<file path="config.mk">
export PLATFORM = sky130hd
export DESIGN_NAME = fifo_wr_arbiter
export DESIGN_NICKNAME = d
export VERILOG_FILES = /design/src/rtl/fifo_arb_pkg.sv /design/src/rtl/rr_picker.sv /design/src/rtl/fifo_wr_arbiter.sv
export SDC_FILE = /design/constraint.sdc
export NUM_CORES = 1
export LEC_CHECK = 0
export CAP_MARGIN = 0
export CORE_UTILIZATION = 45
export DETAILED_ROUTE_END_ITERATION = 12
export PLACE_DENSITY = 0.85
export SLEW_MARGIN = 10
export SYNTH_ARGS = -nofsm -noshare
export SYNTH_HDL_FRONTEND = slang
export SYNTH_SLANG_ARGS = --single-unit
export TNS_END_PERCENT = 100
</file>
<file path="constraint.sdc">
create_clock -name clock -period 4.75 [get_ports clock]
set_clock_uncertainty 0.2 [all_clocks]
set_input_delay 0.95 -clock clock [delete_from_list [all_inputs] [get_ports clock]]
set_output_delay 0.95 -clock clock [all_outputs]
set_load 0.02 [all_outputs]
</file>
<file path="src/rtl/fifo_arb_pkg.sv">
// Shared definitions for the FIFO write-port arbiter: FSM state encoding
// and default sizing of the requester/data/burst dimensions.
package fifo_arb_pkg;

    localparam int unsigned N_REQ_DEF     = 4;
    localparam int unsigned DATA_W_DEF    = 8;
    localparam int unsigned MAX_BURST_DEF = 4;

    // Width of the externally visible owner index.
    localparam int unsigned OWNER_W = 2;

    typedef enum logic {
        IDLE  = 1'b0,
        BURST = 1'b1
    } arb_state_e;

endpackage : fifo_arb_pkg

</file>
<file path="src/rtl/rr_picker.sv">
// Combinational round-robin picker: scans upward from last+1 with wrap-around
// and returns a one-hot winner plus a flag saying any request was present.
module rr_picker
    import fifo_arb_pkg::*;
#(
    parameter int unsigned N_REQ = N_REQ_DEF
) (
    input  logic [N_REQ-1:0]   req_i,
    input  logic [OWNER_W-1:0] last_i,
    output logic [N_REQ-1:0]   win_o,
    output logic               valid_o
);

    logic [31:0] idx;

    always_comb begin
        win_o   = '0;
        valid_o = 1'b0;
        idx     = '0;
        // First hit at offset 1..N_REQ from last; offset N_REQ is last itself.
        for (int unsigned k = 1; k <= N_REQ; k++) begin
            idx = (32'(last_i) + k) % N_REQ;
            if (!valid_o && req_i[idx]) begin
                win_o[idx] = 1'b1;
                valid_o    = 1'b1;
            end
        end
    end

endmodule : rr_picker

</file>
<file path="src/rtl/fifo_wr_arbiter.sv">
// Grants the shared FIFO write port to one requester at a time for bursts of
// up to MAX_BURST beats, with round-robin fairness and a gap cycle per grant.
module fifo_wr_arbiter
    import fifo_arb_pkg::*;
#(
    parameter int unsigned N_REQ     = N_REQ_DEF,
    parameter int unsigned DATA_W    = DATA_W_DEF,
    parameter int unsigned MAX_BURST = MAX_BURST_DEF
) (
    input  logic                    clock,
    input  logic                    rst_n,
    input  logic [N_REQ-1:0]        req,
    input  logic [N_REQ*DATA_W-1:0] req_data,
    output logic [N_REQ-1:0]        gnt,
    output logic [OWNER_W-1:0]      owner,
    output logic                    busy,
    input  logic                    fifo_full,
    output logic                    fifo_wr,
    output logic [DATA_W-1:0]       fifo_data
);

    localparam int unsigned CNT_W = $clog2(MAX_BURST) + 1;

    arb_state_e         state_q, state_d;
    logic [N_REQ-1:0]   gnt_q,   gnt_d;
    logic [OWNER_W-1:0] owner_q, owner_d;
    logic [OWNER_W-1:0] last_q,  last_d;
    logic [CNT_W-1:0]   cnt_q,   cnt_d;

    logic [N_REQ-1:0]   pick_win;
    logic               pick_valid;
    logic [OWNER_W-1:0] pick_idx;
    logic               owner_req;
    logic               final_beat;

    rr_picker #(
        .N_REQ(N_REQ)
    ) u_picker (
        .req_i  (req),
        .last_i (last_q),
        .win_o  (pick_win),
        .valid_o(pick_valid)
    );

    always_comb begin
        pick_idx = '0;
        for (int unsigned i = 0; i < N_REQ; i++) begin
            if (pick_win[i]) pick_idx = OWNER_W'(i);
        end
    end

    assign busy       = (state_q == BURST);
    assign owner_req  = req[owner_q];
    assign fifo_wr    = busy && owner_req && !fifo_full;
    assign fifo_data  = busy ? req_data[int'(owner_q)*DATA_W +: DATA_W] : '0;
    assign final_beat = fifo_wr && (cnt_q == CNT_W'(MAX_BURST - 1));
    assign gnt        = gnt_q;
    assign owner      = owner_q;

    always_comb begin
        state_d = state_q;
        gnt_d   = gnt_q;
        owner_d = owner_q;
        last_d  = last_q;
        cnt_d   = cnt_q;
        unique case (state_q)
            IDLE: begin
                if (pick_valid) begin
                    state_d = BURST;
                    gnt_d   = pick_win;
                    owner_d = pick_idx;
                    cnt_d   = '0;
                end
            end
            BURST: begin
                // A stalled beat (fifo_full) holds everything, including the grant.
                if (final_beat || !owner_req) begin
                    state_d = IDLE;
                    gnt_d   = '0;
                    last_d  = owner_q;
                    cnt_d   = '0;
                end else if (fifo_wr) begin
                    cnt_d = cnt_q + 1'b1;
                end
            end
            default: state_d = IDLE;
        endcase
    end

    always_ff @(posedge clock or negedge rst_n) begin
        if (!rst_n) begin
            state_q <= IDLE;
            gnt_q   <= '0;
            owner_q <= '0;
            last_q  <= OWNER_W'(N_REQ - 1);
            cnt_q   <= '0;
        end else begin
            state_q <= state_d;
            gnt_q   <= gnt_d;
            owner_q <= owner_d;
            last_q  <= last_d;
            cnt_q   <= cnt_d;
        end
    end

endmodule : fifo_wr_arbiter
</file>
## After elaboration in Yosys (flattened, before gate mapping)

Index checks and enable logic that the tools add are counted.

| storage, ports and cells | value |
|---|---|
| bits in writable memories | 0 |
| latch bits | 0 |
| bits in read-only memories | 0 |
| memories | 0 |
| register bits after elaboration | 12 |

| cells by class | value |
|---|---|
| bitwise gates (word level) | 4 |
| $add $sub $neg | 5 |
| $lt $le $gt $ge | 9 |
| div/mod/pow operators | 0 |
| equality and inequality tests | 4 |
| shifts and indexed selects | 1 |
| reductions and logical operators | 20 |
| mux-type cells | 40 |
| $mul | 0 |

Operators with widths:

| kind | count |
|---|---|
| 32-bit by 6-bit variable part select with 8-bit output | 1 |
| 4-bit 2-to-1 mux | 6 |
| 1-bit 2-to-1 mux | 16 |
| 2-bit by 3-bit less-than comparator with 1-bit output, second input constant | 5 |
| 4-bit bitwise OR | 3 |
| 1-bit binary-select mux with 2-bit select | 5 |
| 1-bit logical AND | 10 |
| 3-bit 2-to-1 mux | 3 |
| 1-bit demux with 2-bit select | 4 |
| 2-bit by 1-bit >= comparator with 1-bit output, second input constant | 4 |
| 8-bit 2-to-1 mux | 1 |
| 4-bit one-hot mux with 2 select lines | 1 |
| 2-bit AND reduction | 4 |
| 3-bit one-hot mux with 2 select lines | 1 |
| 1-bit zero test | 5 |
| 2-bit by 1-bit adder with 2-bit output, second input constant | 2 |
| 2-bit adder, second input constant | 2 |
| 2-bit 2-to-1 mux | 2 |
| 3-bit by 1-bit adder with 3-bit output, second input constant | 1 |
| 3-bit by 2-bit equality test with 1-bit output, second input constant | 1 |
| 3-bit by 2-bit inequality test with 1-bit output, second input constant | 1 |
| 2-bit by 1-bit inequality test with 1-bit output, second input constant | 1 |
| 2-bit inequality test, second input constant | 1 |
| 1-bit one-hot mux with 2 select lines | 1 |
| 2 further kinds | 2 |

## Logic depth before layout (Yosys ltp)

Gate-level depths: netlist (run 1).

| depth | value |
|---|---|
| depth in word-level cells | 16 |
| depth in mapped cells | 7 |

## Hierarchy

Synthesis (run 1) repeated with hierarchy kept, for this count alone.

| unflattened totals | value |
|---|---|
| cells, all modules | 118 |
| area total of the unflattened synthesis | 1239.9 µm² |

By module, submodules not included:

| module | cells each | area an instance (µm²) | instances |
|---|---|---|---|
| fifo_wr_arbiter | 70 | 824.5 | 1 |
| rr_picker | 48 | 415.4 | 1 |

## Worst setup path after synthesis (run 1)

Ideal clock, no wire load.

| timing path | value |
|---|---|
| path kind | input to output |
| start | input port req[3] |
| end | output port fifo_wr |
| slack | 1.961 ns |
| data arrival time | 1.639 ns |
| stages | 3 |
| cells stage by stage | mux4_2 > nand2_1 > nor2_1 |

| between the ends | value |
|---|---|
| word-level cells in the longest chain between the ends | 4 |

RTL lines:

| element | line | RTL |
|---|---|---|
| from (decl) | fifo_wr_arbiter.sv:12 | `input logic [N_REQ-1:0] req,` |
| 1-bit binary-select mux with 2-bit select | fifo_wr_arbiter.sv:53 | `assign owner_req = req[owner_q];` |
| 1-bit 2-to-1 mux (not written as such) | fifo_wr_arbiter.sv:53 |  |
| 1-bit logical AND (2 in a row) | fifo_wr_arbiter.sv:54 | `assign fifo_wr = busy && owner_req && !fifo_full;` |
| to (decl) | fifo_wr_arbiter.sv:18 | `output logic fifo_wr,` |

No other way between the ends. The select of a mux whose other input is x is not followed.

## Final worst setup path (run 1)

Same ends and word-level chain as after synthesis.

==> results of run 1 <==
==> worst register-to-register path, stage by stage, from the launching register on <==
cell and delay [ns]:
dfstp_2 0.74, inv_1 0.22, ha_1 0.44, mux2i_1 0.33, o22ai_1 0.15, a211o_1 0.33, a21o_1 0.19, o31a_1 0.27
==> logic make-up (layout without fill, tap and decap cells) <==
group                      Yosys count  after routing  share of synthesized area (%)
and+or+nand+nor                     45             45                          19.74
AOI/OAI and AO/OA                   31             31                          16.72
muxes                               18             18                          25.98
DFF                                 12             12                          24.37
adders and majority gates           10             10                          10.07
buffers and inverters               10             64                          3.121
==> metrics by stage <==
stage	utilization, %	power (W)	hold slack (ns)	area, µm²	worst slack (ns)
3_5_place_dp	70.89	0.0009939	0.2772	1804	0.8141
4_1_cts	71.93	0.001066	0.3015	1831	0.8031
5_1_grt	71.93	0.001153	0.3263	1831	0.7068
2_1_floorplan	-	0.0007428	0.2498	1242	1.961
6_report	71.93	0.001065	0.2985	1831	0.8002
3_3_place_gp	70.89	0.0009803	0.2638	1804	0.8719
==> path summary, 6_finish.rpt <==
path	to	depth (start not counted)
worst max-delay path	fifo_wr	5
worst min-delay path	gnt[1]$_DFFE_PN0P_	2
worst max register to register	owner[1]$_DFFE_PN0P_	7
worst min register to register	gnt[1]$_DFFE_PN0P_	2
max in group asynchronous	last_q[0]$_DFFE_PN1P_	1
min in group asynchronous	busy$_DFF_PN0_	1
==> synthesized netlist by cell type, types with 3 or more instances <==
cell type / count / area (µm²)
inv_1: 6 / 22.52
ha_1: 10 / 125.1
dfrtp_1: 10 / 250.2
clkbuf_1: 3 / 11.26
nand2b_1: 7 / 43.79
nand2_1: 14 / 52.55
mux4_2: 11 / 247.7
nor2_1: 3 / 11.26
and2_1: 8 / 50.05
o21ai_0: 9 / 45.04
nor2b_1: 5 / 31.28
o22ai_1: 8 / 50.05
mux2i_1: 6 / 60.06
==> registers in the layout (all words and copies together) (netlist names) <==
signal / count
busy: 1
cnt_q: 3
gnt: 4
last_q: 2
owner: 2
==> power groups by stage <==
| stage | sequential (W) | combinational [W] | clock, W |
|---|---|---|---|
| final | 0.000250 | 0.000750 | 0.0000652 |
| after global routing | 0.000263 | 0.000819 | 0.0000717 |
| after CTS | 0.000251 | 0.000747 | 0.0000676 |
| after detailed placement | 0.000253 | 0.000741 | 0 |
| after global placement | 0.000249 | 0.000731 | 0 |
| after floorplan | 0.000218 | 0.000525 | 0 |
==> cell usage in the layout (no fill, tap or decap), types with 2 or more instances in the layout <==
master           synthesis  layout
inv_1                    6       6
nand2b_1                 7       7
o22ai_1                  8       8
a211o_1                  2       2
clkdlybuf4s50_1          0      54
dfstp_2                  2       2
clkbuf_4                 0       3
and3b_1                  2       2
nor2_1                   3       3
nor3b_1                  2       2
mux2i_1                  6       6
ha_1                    10      10
mux4_2                  11      11
a211oi_1                 2       2
a22o_1                   2       2
o21ai_0                  9       9
a32oi_1                  2       2
dfrtp_1                 10      10
nor2b_1                  5       5
and2_1                   8       8
nand2_1                 14      14
==> final cells by class <==
cell class | instances | share of cell area (%)
clock buffer | 4 | 1.435
tap | 30 | 2.051
timing repair buffer | 54 | 29.53
sequential | 12 | 16.54
inverter | 6 | 1.230
multi-input combinational | 104 | 49.21
==> metal layers <==
layer  GRT usage [%]  part of all wire (%)  vias to the layer above
li1                -                     -                      586
met1           29.36                    41                      579
met2           43.09                    46                       65
met3           8.889                    13                        0
met4           4.701                     0                        0
met5               0                     0                        -
==> reports/summary.txt, run 1 <==
Outcome - complete, no violations
Syn-to-layout area delta - 47.33%
Share of layout cells above drive strength 1 - 9.444%
Layout Nets - 230
Final hold vios - 0
Sw Pwr - 0.0004854 W
Gpl congestion - 0.8849
Critical Path End Type - output pin
RSZ-0062 raised after global routing - false
Clock latency on the worst-skew pair - 0.27 ns
CTS max path bufs - 2
Wire length per cell - 16.36 µm
Peak VDD IR - 394.6 µV
Initial antenna violation count - 0
Placed instance count - 206
Die Footprint - 2975 µm²
Pre-Repair DR Iteration Count - 4
Num CTS Buffers - 3
Vias - 1230
Multi-input logic area - 900.9 µm²
Global-route wire length before repair - 5.216 mm
CTS Sinks - 12
Crit. Startpoint - req[3]
Final setup TNS - 0 ns
Worst path slowest cell - mux4_2
Min cycle time layout - 3.950 ns
Power density over the cells - 582.0 nW/µm²
Crit path cell chain - clkdlybuf4s50_1 -> mux4_2 -> nand2_1 -> nor2_1 -> clkdlybuf4s50_1
Post-synthesis register bit count - 12
CP top delay family - buffers and inverters
CP max FO - 9
R2r setup slk - 1.77 ns
Core ar. - 2545 µm²
Slew Viols, Final - 0
Avg Vias per Cell - 5.857
Die H - 54.55 µm
Clock power share - 6.1%
Min-delay worst type - register to register
Vias in the first global route - 1145
Post-synth top flop - dfrtp_1
Pint - 0.0005800 W
Worst EP required - 3.60 ns
# setup viols final - 0
Switching portion of total power - 45.56%
Routed wire length - 3.435 mm
Startpoint type of the worst setup path - input pin
CTS tree - done
Yosys warnings - 0
Post-synth EDFFs - 0
Reg area - 302.8 µm²
FFs w/ async S/R, synth - 100.0%
Leak pwr - 0.7473 nW
Post-CTS Setup Repair Bufs - 0
Sequential share of power - 23.5%
Root buf cell - clkbuf_4
Post-route ant nets - 0
Gate power share - 70.4%
Largest net degree at the start of global routing - 20
Min-delay src - gnt[1]$_DFFE_PN0P_
Sequential fraction of the synthesis area - 24.37%
# resized after CTS - 0
Crit path buffers/inverters - 2
Slew headroom - 59.46%
Crit-path most repeated cell - clkdlybuf4s50_1
Worst-margin pin slew - 0.6081 ns
Max-cap violations - 0
Cells after Synth - 126
CTS H-tree depth - 1
Post-Syn Area - 1242 µm²
Post-synthesis net count - 175
Finished Layout Cells - 210
DR DRC count - 0
Highest Clock Rate - 253.2 MHz
Die X - 54.55 µm
CP peak stage delay - 0.56 ns
Cell variety after synth - 32
Worst r2r src - last_q[0]$_DFFE_PN1P_
N_diodes - 0
Port Buf Inserts - 54
Worst Path Arrival - 2.80 ns
Crit path kind - input pin to output pin
DRT iter0 DRCs - 15
GRT overflow - 0
Ports - 55
Clock slew at reported path FFs - 0.07 ns
Initial Utilization - 48.82%
Synthesized area per cell - 9.861 µm²
Row cnt - 18
# hold bufs at CTS - 0
Total GRT Usage - 24.81%
Fin crit share - 83.15%
Filler cells - 202
DP HPWL - 2.695 mm
(Power assumes the default switching activity.)
==> run 2, diff against run 1 <==
--- a/config.mk
+++ b/config.mk
@@ -6,9 +6,9 @@
 export NUM_CORES = 1
 export LEC_CHECK = 0
 export CAP_MARGIN = 0
-export CORE_UTILIZATION = 45
+export CORE_UTILIZATION = 38
 export DETAILED_ROUTE_END_ITERATION = 12
-export PLACE_DENSITY = 0.85
+export PLACE_DENSITY = 0.77
 export SLEW_MARGIN = 10
 export SYNTH_ARGS = -nofsm -noshare
 export SYNTH_HDL_FRONTEND = slang
==> constraint.sdc (replaced) <==
create_clock -name clock -period 3.6 [get_ports clock]
set_clock_uncertainty 0.2 [all_clocks]
set_input_delay 0.72 -clock clock [delete_from_list [all_inputs] [get_ports clock]]
set_output_delay 0.72 -clock clock [all_outputs]
set_load 0.02 [all_outputs]
==> run 2 against run 1 <==
Net effect:
- clock-buffer cell count stayed put
- critical path depth stayed put
- worst setup slack worse by 0.50 ns
- utilization is 10 points lower
- die area is 18% higher
- flip-flop and latch count stayed put
- clock power is 61% higher
- wire length is 3.7% lower
- worst hold slack worse by 0.0056 ns
- non-clock buffer count is 5 higher
- largest power group unchanged
==> reports/summary.txt, run 2 (synthesis gave the netlist of run 1 again) <==
Outcome - complete, no violations
Die Footprint - 3502 µm²
Clock latency on the worst-skew pair - 0.27 ns
Commonest non-fill, non-tap cells in the layout - clkdlybuf4s50_1, nand2_1, mux4_2
Core ar. - 3078 µm²
Die H - 59.18 µm
Max reg flops - 4
Avg Vias per Cell - 5.445
DR DRC count - 0
Min-delay worst type - register to register
Layout Nets - 235
Total GRT Usage - 19.78%
Gate power share - 71.6%
N_diodes - 0
Most common cell after layout, fill and taps aside - clkdlybuf4s50_1
DP HPWL - 2.625 mm
Slew Viols, Final - 0
Max-cap violations - 0
Die X - 59.18 µm
Worst-margin pin slew - 0.5289 ns
Power density over the cells - 756.8 nW/µm²
Routed wire length - 3.307 mm
Final Util - 61.59%
Row cnt - 20
Leak pwr - 0.7772 nW
Worst Path Arrival - 2.38 ns
CP max FO - 4
GRT overflow - 0
# resized after CTS - 0
Slew headroom - 64.63%
CTS H-tree depth - 1
Post-CTS Setup Repair Bufs - 0
Clock power share - 7.3%
Sequential share of power - 21.1%
Startpoint type of the worst setup path - input pin
Setup ws final - 0.2975 ns
Syn-to-layout area delta - 52.57%
# hold bufs at CTS - 0
Crit path kind - input pin to output pin
Fin crit share - 91.74%
Initial Utilization - 40.37%
Pre-CTS WS - 0.2866 ns
Vias in the first global route - 1200
Num CTS Buffers - 3
RSZ-0062 raised after global routing - false
Clock slew at reported path FFs - 0.07 ns
Pint - 0.0007929 W
Ports - 55
CTS max path bufs - 2
Worst EP required - 2.68 ns
Global-route wire length before repair - 5.354 mm
Largest net degree at the start of global routing - 20
Switching portion of total power - 44.72%
Filler cells - 276
# setup viols final - 0
CTS tree - done
Pre-Repair DR Iteration Count - 4
CTS Sinks - 12
Critical Path End Type - output pin
Sw Pwr - 0.0006416 W
Highest Clock Rate - 302.8 MHz
Final setup TNS - 0 ns
Min cycle time layout - 3.302 ns
Peak VDD IR - 349.2 µV
Gpl congestion - 0.9120
Initial antenna violation count - 0
Wire length per cell - 14.44 µm
Root buf cell - clkbuf_4
Vias - 1247
Port Buf Inserts - 54
Final hold vios - 0
DRT iter0 DRCs - 53
Post-route ant nets - 0
Share of layout cells above drive strength 1 - 12.43%
run 2: cell count changes in the layout (fill, tap and decap cells not counted):
cell      previous run  this run
clkbuf_1             1         0
buf_4                0         5
clkbuf_8             0         1
run 2: cell type report:
class                   instances  area [µm²]  share of cell area, %
clock buffers                   4       36.28                  1.914
inverters                       6       22.52                  1.188
multi-input cells             104       900.9                  47.52
flip-flops and latches         12       302.8                  15.97
well taps                      44       55.05                  2.904
repair buffers                 59       578.1                  30.49
run 2: worst max-delay path: stages:
cell	delay, ns
clkdlybuf4s50_1	0.42
mux4_2	0.51
nand2_1	0.14
nor2_1	0.06
clkdlybuf4s50_1	0.53
run 2: worst paths after layout:
| path | slack, ns | cells past startpoint | start | to |
|---|---|---|---|---|
| max | 0.30 | 5 | req[3] | fifo_wr |
| max reg2reg | 0.67 | 7 | last_q[0]$_DFFE_PN1P_ | owner[1]$_DFFE_PN0P_ |
| max in group asynchronous | 2.24 | 1 | rst_n | last_q[1]$_DFFE_PN1P_ |
| min reg2reg | 0.29 | 2 | gnt[1]$_DFFE_PN0P_ | gnt[1]$_DFFE_PN0P_ |
| min in group asynchronous | 0.60 | 1 | rst_n | busy$_DFF_PN0_ |
| min | 0.29 | 2 | gnt[1]$_DFFE_PN0P_ | gnt[1]$_DFFE_PN0P_ |
run 2: power groups by stage:
stage,sequential (W),combinational [W],clock (W)
3_5_place_dp,0.000306,0.00102,0
5_1_grt,0.000317,0.00112,0.000115
6_report,0.000303,0.00103,0.000105
3_3_place_gp,0.000300,0.000998,0
2_1_floorplan,0.000287,0.000693,0
4_1_cts,0.000304,0.00103,0.000109
run 2: stage by stage:
| stage | power [W] | hold slack (ns) | cell area, µm² | cells |
|---|---|---|---|---|
| floorplan | 0.0009801 | 0.2244 | 1242 | 126 |
| global placement | 0.001298 | 0.2633 | 1859 | 225 |
| detailed placement | 0.001328 | 0.2837 | 1859 | 225 |
| CTS | 0.001438 | 0.3027 | 1896 | 229 |
| global route | 0.001552 | 0.3217 | 1896 | 229 |
| finish | 0.001434 | 0.2929 | 1896 | 229 |
run 2: metal layers:
layer / track usage, % / share of wire [%] / vias to the layer above
met5: 0 / 0 / -
met4: 5.102 / 1.2 / 0
met3: 5.240 / 11 / 4
met2: 34.83 / 46 / 67
met1: 23.72 / 42 / 582
li1: - / - / 594
==> run 3, diff against run 2 <==
--- a/config.mk
+++ b/config.mk
@@ -7,8 +7,9 @@
 export LEC_CHECK = 0
 export CAP_MARGIN = 0
 export CORE_UTILIZATION = 38
+export CTS_CLUSTER_DIAMETER = 80
 export DETAILED_ROUTE_END_ITERATION = 12
-export PLACE_DENSITY = 0.77
+export PLACE_DENSITY = 0.79
 export SLEW_MARGIN = 10
 export SYNTH_ARGS = -nofsm -noshare
 export SYNTH_HDL_FRONTEND = slang
==> run 3 against run 2 <==
Net effect:
- worst hold slack improved by 0.0050 ns
- via count fell by 0.96%
- non-clock buffer count did not move
- wire length rose by 5.0%
- die area did not move
- power rose by 0.75%
- critical path depth did not move
- final area did not move
- largest power group unchanged
- global-route usage rose by 1.4 points
- largest cell class unchanged
- highest routed layer unchanged
- worst setup slack got worse by 0.011 ns
- first-iteration DRC count fell by 3.8%
==> reports/summary.txt, run 3 (synthesis gave the netlist of run 1 again) <==
Clock latency on the worst-skew pair - 0.28 ns
Syn-to-layout area delta - 52.57%
Ports - 55
Crit. Startpoint - req[3]
Slew Viols, Final - 0
Switching portion of total power - 45.16%
Worst EP required - 2.68 ns
Startpoint type of the worst setup path - input pin
FF-to-FF path depth - 7
Fin crit share - 92.05%
Crit path kind - input pin to output pin
Initial Utilization - 40.37%
Layout Nets - 235
DR DRC count - 0
Largest net degree at the start of global routing - 20
RSZ-0062 raised after global routing - false
Global-route wire length before repair - 5.616 mm
# setup viols final - 0
Highest Clock Rate - 301.8 MHz
GRT overflow - 0
Port Buf Inserts - 54
Gate power share - 69.7%
Met2 Wirelength - 1.687 mm
Final hold vios - 0
Outcome - complete, no violations
Worst Path Arrival - 2.39 ns
# resized after CTS - 0
CTS H-tree depth - 1
Commonest non-fill, non-tap cells in the layout - clkdlybuf4s50_1, nand2_1, mux4_2
Pre-Repair DR Iteration Count - 4
Max-cap violations - 0
R2r setup slk - 0.57 ns
Gpl congestion - 0.8206
Avg Vias per Cell - 5.393
# hold bufs at CTS - 0
Die H - 59.18 µm
Max reg flops - 4
Num CTS Buffers - 3
Final setup TNS - 0 ns
Die Footprint - 3502 µm²
Sw Pwr - 0.0006527 W
Top Layer Used - met4
Root buf cell - clkbuf_4
CTS Sinks - 12
Post-CTS Setup Repair Bufs - 0
Routed length on met3 - 303 µm
DP HPWL - 2.731 mm
Worst r2r src - last_q[0]$_DFFE_PN1P_
Critical Path End Type - output pin
Initial antenna violation count - 0
Slew headroom - 60.32%
Routed wire length - 3.473 mm
Min-delay worst type - register to register
Share of layout cells above drive strength 1 - 12.43%
Vias - 1235
Wire length per cell - 15.17 µm
Most common cell after layout, fill and taps aside - clkdlybuf4s50_1
N_diodes - 0
CTS tree - done
Worst-margin pin slew - 0.5952 ns
Leak pwr - 0.7772 nW
DRT iter0 DRCs - 51
Met1 Wirelength - 1.413 mm
Clock power share - 7.8%
Pint - 0.0007926 W
CTS max path bufs - 2
Hold endpoint - gnt[1]$_DFFE_PN0P_
Row cnt - 20
Total power - 0.001445 W
R2r endpoint - owner[1]$_DFFE_PN0P_
Sequential share of power - 22.5%
Power density over the cells - 762.4 nW/µm²
Min cycle time layout - 3.314 ns
CP max FO - 4
Die X - 59.18 µm
Peak VDD IR - 391.5 µV
Hold Path Stages - 2
Min-delay src - gnt[1]$_DFFE_PN0P_
Total GRT Usage - 21.13%
Post-route ant nets - 0
Core ar. - 3078 µm²
Clock slew at reported path FFs - 0.08 ns
Vias in the first global route - 1240
-- run 3: cell counts in the layout (fill, tap and decap cells not counted) --
Identical to the previous run, type by type.
-- run 3: worst max path at each step --
stage / end / slack [ns]
floorplan: owner[1]$_DFFE_PN0P_ / 1.07
global placement: fifo_wr / 0.30
detailed placement: fifo_wr / 0.29
CTS: fifo_wr / 0.27
global route: fifo_wr / 0.18
finish: fifo_wr / 0.29
-- run 3: area by class of cell --
type | instances | area, µm²
inverters | 6 | 22.52
flip-flops and latches | 12 | 302.8
fillers | 256 | 1182
clock buffers | 4 | 36.28
well taps | 44 | 55.05
multi-input cells | 104 | 900.9
repair buffers | 59 | 578.1
-- run 3: stage by stage --
| step | hold WS (ns) | setup WS (ns) | utilization, % | instances | area [µm²] |
|---|---|---|---|---|---|
| 2_1_floorplan | 0.2244 | 1.069 | - | 126 | 1242 |
| 3_3_place_gp | 0.2646 | 0.3034 | 60.41 | 225 | 1859 |
| 3_5_place_dp | 0.2704 | 0.2870 | 60.41 | 225 | 1859 |
| 4_1_cts | 0.3031 | 0.2676 | 61.59 | 229 | 1896 |
| 5_1_grt | 0.3319 | 0.1752 | 61.59 | 229 | 1896 |
| 6_report | 0.2979 | 0.2864 | 61.59 | 229 | 1896 |
-- run 3: worst max-delay path: stages --
cell and delay [ns]:
clkdlybuf4s50_1 0.42, mux4_2 0.52, nand2_1 0.14, nor2_1 0.06, clkdlybuf4s50_1 0.53
-- run 3: routing by layer --
layer | GRT usage [%] | vias to the layer above
met4 | 7.823 | 0
met5 | 0 | -
met3 | 3.712 | 7
met1 | 24.97 | 577
met2 | 37.88 | 58
li1 | - | 593
-- run 3: power by group through the flow --
stage	clock network [W]	registers, W	logic, W
floorplan	0	0.000287	0.000693
global placement	0	0.000327	0.000967
detailed placement	0	0.000331	0.000993
CTS	0.000114	0.000329	0.00100
global route	0.000118	0.000346	0.00109
finish	0.000113	0.000325	0.00101
